[src/rtl/register_file_pkg.sv]
// register_file_pkg
//   Shared widths and constants for the architectural register file and its
//   read ports.
//   XLEN     : architectural data width
//   ROB_ID_W : reorder-buffer id width (id 0 = no pending writer)
//   NO_DEP   : tag value meaning "value is architectural"
//   REG_ZERO : hard-wired zero register index
package register_file_pkg;

    localparam int unsigned XLEN     = 32;
    localparam int unsigned ROB_ID_W = 5;
    localparam int unsigned NO_DEP   = 0;
    localparam logic [4:0]  REG_ZERO = 5'd0;

endpackage : register_file_pkg

[src/rtl/rf_read_port.sv]
// rf_read_port
//   One combinational source-operand lookup: returns the pending-writer tag
//   and architectural value of i_ask_rd, with a bypass of the commit being
//   retired in the same cycle.
//   i_regs / i_tags      : current register file state
//   i_commit_en          : commit valid and global ready both high
//   i_commit_rd          : destination register of the commit
//   i_commit_rob_id      : ROB id being retired
//   i_commit_value       : retired value
//   i_ask_rd             : queried source register
//   o_dep                : pending-writer tag, 0 if none
//   o_value              : architectural value (meaningful when o_dep == 0)
module rf_read_port #(
    parameter int unsigned XLEN     = register_file_pkg::XLEN,
    parameter int unsigned ROB_ID_W = register_file_pkg::ROB_ID_W
) (
    input  logic [XLEN-1:0]     i_regs [32],
    input  logic [ROB_ID_W-1:0] i_tags [32],
    input  logic                i_commit_en,
    input  logic [4:0]          i_commit_rd,
    input  logic [ROB_ID_W-1:0] i_commit_rob_id,
    input  logic [XLEN-1:0]     i_commit_value,
    input  logic [4:0]          i_ask_rd,
    output logic [ROB_ID_W-1:0] o_dep,
    output logic [XLEN-1:0]     o_value
);
    import register_file_pkg::*;

    logic                w_bypass;
    logic [ROB_ID_W-1:0] w_tag;

    always_comb begin
        w_tag    = i_tags[i_ask_rd];
        // Forward only when the retiring instruction is still the youngest
        // writer; otherwise a younger rename keeps the operand pending.
        w_bypass = i_commit_en
                && (i_commit_rd == i_ask_rd)
                && (i_ask_rd != REG_ZERO)
                && (w_tag == i_commit_rob_id);
    end

    always_comb begin
        o_dep   = ROB_ID_W'(NO_DEP);
        o_value = '0;
        if (i_ask_rd == REG_ZERO) begin
            o_dep   = ROB_ID_W'(NO_DEP);
            o_value = '0;
        end else if (w_bypass) begin
            o_dep   = ROB_ID_W'(NO_DEP);
            o_value = i_commit_value;
        end else begin
            o_dep   = w_tag;
            o_value = i_regs[i_ask_rd];
        end
    end

endmodule : rf_read_port

[src/rtl/register_file.sv]
// register_file
//   Architectural register file x0..x31 with per-register rename tags
//   (ROB id of the youngest in-flight writer). Records launch renames,
//   retires committed values, drops all tags on flush, and answers two
//   combinational source-operand queries per cycle.
//   clk_in / rst_in            : clock, asynchronous active-high reset
//   rdy_in                     : global ready, state holds when low
//   _clear                     : flush, zeroes every tag
//   _rf_launch_*               : rename request (valid, ROB id, rd)
//   _rf_commit_*               : retire request (valid, ROB id, rd, value)
//   _ask_rd_1/_2               : queried source registers
//   _dep_rd_1/_2               : pending-writer tags, 0 if none
//   _dep_value_1/_2            : architectural values
module register_file #(
    parameter int unsigned XLEN     = register_file_pkg::XLEN,
    parameter int unsigned ROB_ID_W = register_file_pkg::ROB_ID_W
) (
    input  logic                clk_in,
    input  logic                rst_in,
    input  logic                rdy_in,
    input  logic                _clear,
    input  logic                _rf_launch_ready,
    input  logic [ROB_ID_W-1:0] _rf_launch_rob_id,
    input  logic [4:0]          _rf_launch_register_id,
    input  logic                _rf_commit_ready,
    input  logic [ROB_ID_W-1:0] _rf_commit_rob_id,
    input  logic [4:0]          _rf_commit_register_id,
    input  logic [XLEN-1:0]     _rf_commit_value,
    input  logic [4:0]          _ask_rd_1,
    input  logic [4:0]          _ask_rd_2,
    output logic [ROB_ID_W-1:0] _dep_rd_1,
    output logic [ROB_ID_W-1:0] _dep_rd_2,
    output logic [XLEN-1:0]     _dep_value_1,
    output logic [XLEN-1:0]     _dep_value_2
);
    import register_file_pkg::*;

    logic [XLEN-1:0]     r_regs [32];
    logic [ROB_ID_W-1:0] r_tags [32];

    logic w_commit_en;
    logic w_commit_wr;
    logic w_launch_wr;

    always_comb begin
        w_commit_en = _rf_commit_ready && rdy_in;
        w_commit_wr = w_commit_en && (_rf_commit_register_id != REG_ZERO);
        w_launch_wr = _rf_launch_ready && rdy_in && !_clear
                   && (_rf_launch_register_id != REG_ZERO);
    end

    // Index 0 is only ever written by reset, so x0 stays 0/0.
    always_ff @(posedge clk_in or posedge rst_in) begin
        if (rst_in) begin
            for (int unsigned i = 0; i < 32; i++) begin
                r_regs[i] <= '0;
                r_tags[i] <= '0;
            end
        end else if (rdy_in) begin
            if (w_commit_wr) begin
                r_regs[_rf_commit_register_id] <= _rf_commit_value;
            end
            // Priority per tag: flush, then launch rename, then commit clear.
            // Launch beating the clear keeps a same-cycle younger rename.
            for (int unsigned i = 1; i < 32; i++) begin
                if (_clear) begin
                    r_tags[i] <= ROB_ID_W'(NO_DEP);
                end else if (w_launch_wr && (_rf_launch_register_id == 5'(i))) begin
                    r_tags[i] <= _rf_launch_rob_id;
                end else if (w_commit_wr && (_rf_commit_register_id == 5'(i))
                             && (r_tags[i] == _rf_commit_rob_id)) begin
                    r_tags[i] <= ROB_ID_W'(NO_DEP);
                end
            end
        end
    end

    rf_read_port #(
        .XLEN     (XLEN),
        .ROB_ID_W (ROB_ID_W)
    ) u_port_1 (
        .i_regs          (r_regs),
        .i_tags          (r_tags),
        .i_commit_en     (w_commit_en),
        .i_commit_rd     (_rf_commit_register_id),
        .i_commit_rob_id (_rf_commit_rob_id),
        .i_commit_value  (_rf_commit_value),
        .i_ask_rd        (_ask_rd_1),
        .o_dep           (_dep_rd_1),
        .o_value         (_dep_value_1)
    );

    rf_read_port #(
        .XLEN     (XLEN),
        .ROB_ID_W (ROB_ID_W)
    ) u_port_2 (
        .i_regs          (r_regs),
        .i_tags          (r_tags),
        .i_commit_en     (w_commit_en),
        .i_commit_rd     (_rf_commit_register_id),
        .i_commit_rob_id (_rf_commit_rob_id),
        .i_commit_value  (_rf_commit_value),
        .i_ask_rd        (_ask_rd_2),
        .o_dep           (_dep_rd_2),
        .o_value         (_dep_value_2)
    );

endmodule : register_file

[config.mk]
export PLATFORM = sky130hd
export DESIGN_NAME = register_file
export DESIGN_NICKNAME = d
export VERILOG_FILES = /design/src/rtl/register_file_pkg.sv /design/src/rtl/rf_read_port.sv /design/src/rtl/register_file.sv
export SDC_FILE = /design/constraint.sdc
export NUM_CORES = 2
export LEC_CHECK = 0
export ABC_CLOCK_PERIOD_IN_PS = 46400
export CAP_MARGIN = 30
export CORE_MARGIN = 8
export CORE_UTILIZATION = 55
export DETAILED_ROUTE_END_ITERATION = 6
export GPL_TIMING_DRIVEN = 0
export PLACE_DENSITY = 0.75
export RECOVER_POWER = 25
export SYNTH_ARGS = -nofsm -noshare
export SYNTH_HDL_FRONTEND = slang
export SYNTH_SLANG_ARGS = --single-unit
[constraint.sdc]
create_clock -name clk_in -period 46.4 [get_ports clk_in]
set_input_delay 13.92 -clock clk_in [delete_from_list [all_inputs] [get_ports clk_in]]
set_output_delay 13.92 -clock clk_in [all_outputs]
set_load 0.005 [all_outputs]
==> key figures <==
Synth
  • Mapped cell area: 65,500 um2
  • Post-synth EDFFs: 0
  • Synth Register Bits: 1,179
  • Top FF cell, synth: dfrtp_1
  • Yosys warns: 5
  • Post-synth ARST share: 1.00
  • Syn_area_per_cell: 14.9 um2
  • Distinct cells, synth: 55
  • Sequential fraction of the synthesis area: 0.451
  • Mapped Cells: 4,393
  • Mapped Nets: 4,461

Floorplan
  • Num rows: 126
  • Area of the core: 118,000 um2
  • Num ports: 142
  • Die area: 130,000 um2
  • Die W: 361 um
  • Starting density of the core: 0.554
  • Die height: 361 um

Place
  • Estimated wirelength of the detail-placed design: 184 mm
  • Worst slack at placement: 12.97 ns
  • GPL Wtd Cong: 0.993
  • I/O Buffers: 130

Setup path
  • Top delay family on crit path: buffers and inverters
  • CP max stage delay: 0.70 ns
  • Crit Path Max Fanout: 10
  • CP Cell Sequence: clkdlybuf4s50_1 -> buf_2 -> buf_1 -> mux4_2 -> mux2i_1 -> nand2_1 -> a221oi_1 -> xor2_1 -> nand3_1 -> or2_1 -> buf_2 -> buf_2 -> a21oi_1 -> clkdlybuf4s50_1
  • CP max-delay cell: buf_1
  • Crit path kind: in -> out
  • Crit. End Element: output pin
  • Critical Path RT: 32.48 ns
  • Critical path buffers and inverters: 6
  • Worst Path Arrival: 19.84 ns
  • CP Launch Type: primary input
  • Most frequent CP cell: buf_2

Pwr
  • Power Dens Cells: 37.1 nW/um2
  • Reg power frac: 0.435
  • Pint: 2.06 mW
  • Comb power frac: 0.183
  • P_sw: 0.770 mW
  • Max VDD drop: 0.0438 mV
  • Tot Pwr: 2.83 mW
  • Sw Ratio: 0.273
  • Leakage: 33.0 nW
  • Clock network fraction of design power: 0.382

STA
  • Worst-Margin Slew: 2.45 ns
  • Tmin final: 33.76 ns
  • Final hold violation count: 0
  • Slew Viols, Final: 696
  • Final Setup Violations: 0
  • RSZ-0062 raised after global routing: false
  • Clk_skew: 0.0113 ns
  • Setup TNS: 0 ns
  • Rel. slew slack: -0.631
  • Final worst setup slack: 12.64 ns
  • Fin crit share: 0.728
  • F_max: 0.0296 GHz

Outcome
  • Failing checks: capacitance limit, slew limit
  • Status: complete, but fails checks

Finish
  • Utilization after layout: 0.645
  • Fin nets: 4,933
  • Area grow syn2layout: 16.2%
  • Ratio of cells with drive above 1 in the final layout: 0.452
  • Most common cell after layout, fill and taps aside: dfrtp_1
  • Most frequent cells in the layout: 1,179 x dfrtp_1, 1,056 x mux2_2, 678 x mux4_2

Clocking
  • Hold Buf Count CTS: 0
  • H-tree depth: 4
  • Clk sinks: 1,179
  • Bufs on Longest Clock Path: 3
  • CTS root buf: clkbuf_16
  • Clock Latency Late Sink: 0.78 ns
  • Clock Pin Slew Worst Setup and Hold Paths: 0.06 ns
  • CTS tree: yes
  • Post_cts resized: 0
  • Total CTS buffers: 132
  • Postcts setup bufs: 0

Flow run
  • Max cap viols: 18

Global routing
  • First-pass GRT wire length: 360 mm
  • Gr usage total: 0.387
  • Initial antenna violation count: 8
  • Total grt overflow: 0
  • Largest net degree at the start of global routing: 44
  • Vias in the first global route: 48,800

Detailed routing
  • Detailed Routing Iterations Pass 1: 7
  • Number of routed nets with antenna violations: 0
  • Final WL: 255 mm
  • WL/cell: 39.2 um
  • DRC viols: 0
  • Via-per-instance ratio: 7.40
  • Number of DRC markers in iteration 0: 7,129
  • Vias: 48,200

Worst hold path
  • Hold WC Path Type: reg -> reg
-- power groups by stage --
stage               logic [mW]  registers (mW)  clock network, mW
finish                   0.518            1.23               1.08
global route             0.538            1.24               1.12
CTS                      0.510            1.22               1.08
detailed placement       0.507            1.24                  0
global placement         0.477            1.24                  0
floorplan                0.345            1.22                  0
-- cells in the mapped netlist, drive strengths merged (26+ instances only) --
master  count  area share
nor3       34      0.0026
dfrtp    1179        0.45
nand3      26      0.0020
mux2     1056        0.18
o31ai      51      0.0058
a21oi      35      0.0027
buf       136       0.011
o21ai      95      0.0073
mux2i      85       0.013
nor2       61      0.0035
xor2       76       0.010
nand2     156      0.0089
clkbuf    342       0.020
a22o       93       0.012
mux4      686        0.24
xnor2      99       0.013
nor2b      35      0.0033
-- flip-flops by register name, summed over array words and instances, names as in the netlist --
signal and cells:
r_regs 1024, r_tags 155
-- per-stage QoR --
step / instances / hold WS (ns) / area, um2
floorplan: 4393 / 0.441 / 65500
global placement: 6059 / 0.453 / 68700
detailed placement: 6247 / 0.464 / 71700
CTS: 6476 / 0.480 / 76100
global route: 6497 / 0.501 / 76100
finish: 6510 / 0.476 / 76100
-- metal layers --
layer / vias up / track usage / wire [um]
li1: 17900 / - / -
met1: 25100 / 0.476 / 86900
met3: 1118 / 0.164 / 37300
met5: - / 0.00518 / 151
met2: 4042 / 0.554 / 109000
met4: 8 / 0.263 / 21200
-- final cells by class --
cell class                      count  area, um2
Multi-Input combinational cell   2732      34000
Clock inverter                     39        498
Fill cell                        8298      42000
Clock buffer                      190       3870
Inverter                            4       16.3
Timing Repair Buffer              338       4280
Antenna cell                       14       35.0
Tap cell                         1536       1920
Sequential cell                  1179      29500
Buffer                            478       2000
-- kinds of logic after synthesis --
logic type,share of synthesized area
AO/OA/AOI/OAI,0.0349
XOR/XNOR,0.0234
buffers and inverters,0.0305
flip-flops,0.451
multiplexers,0.431
AND/OR/NAND/NOR,0.0294
-- final timing paths --
| kind | startpoint | end | slack [ns] | cells after the start |
|---|---|---|---|---|
| setup / recovery | _ask_rd_1[1] | _dep_value_1[0] | 12.64 | 14 |
| hold / removal | r_regs[1007] | r_regs[1007] | 0.48 | 1 |
| setup reg to reg | r_tags[93] | r_tags[92] | 44.53 | 5 |
| hold reg to reg | r_regs[1007] | r_regs[1007] | 0.48 | 1 |
| max in group asynchronous | rst_in | r_regs[583] | 24.63 | 9 |
| min in group asynchronous | rst_in | r_regs[888] | 13.91 | 2 |
No activity file was read; power rests on OpenSTA's default activity.
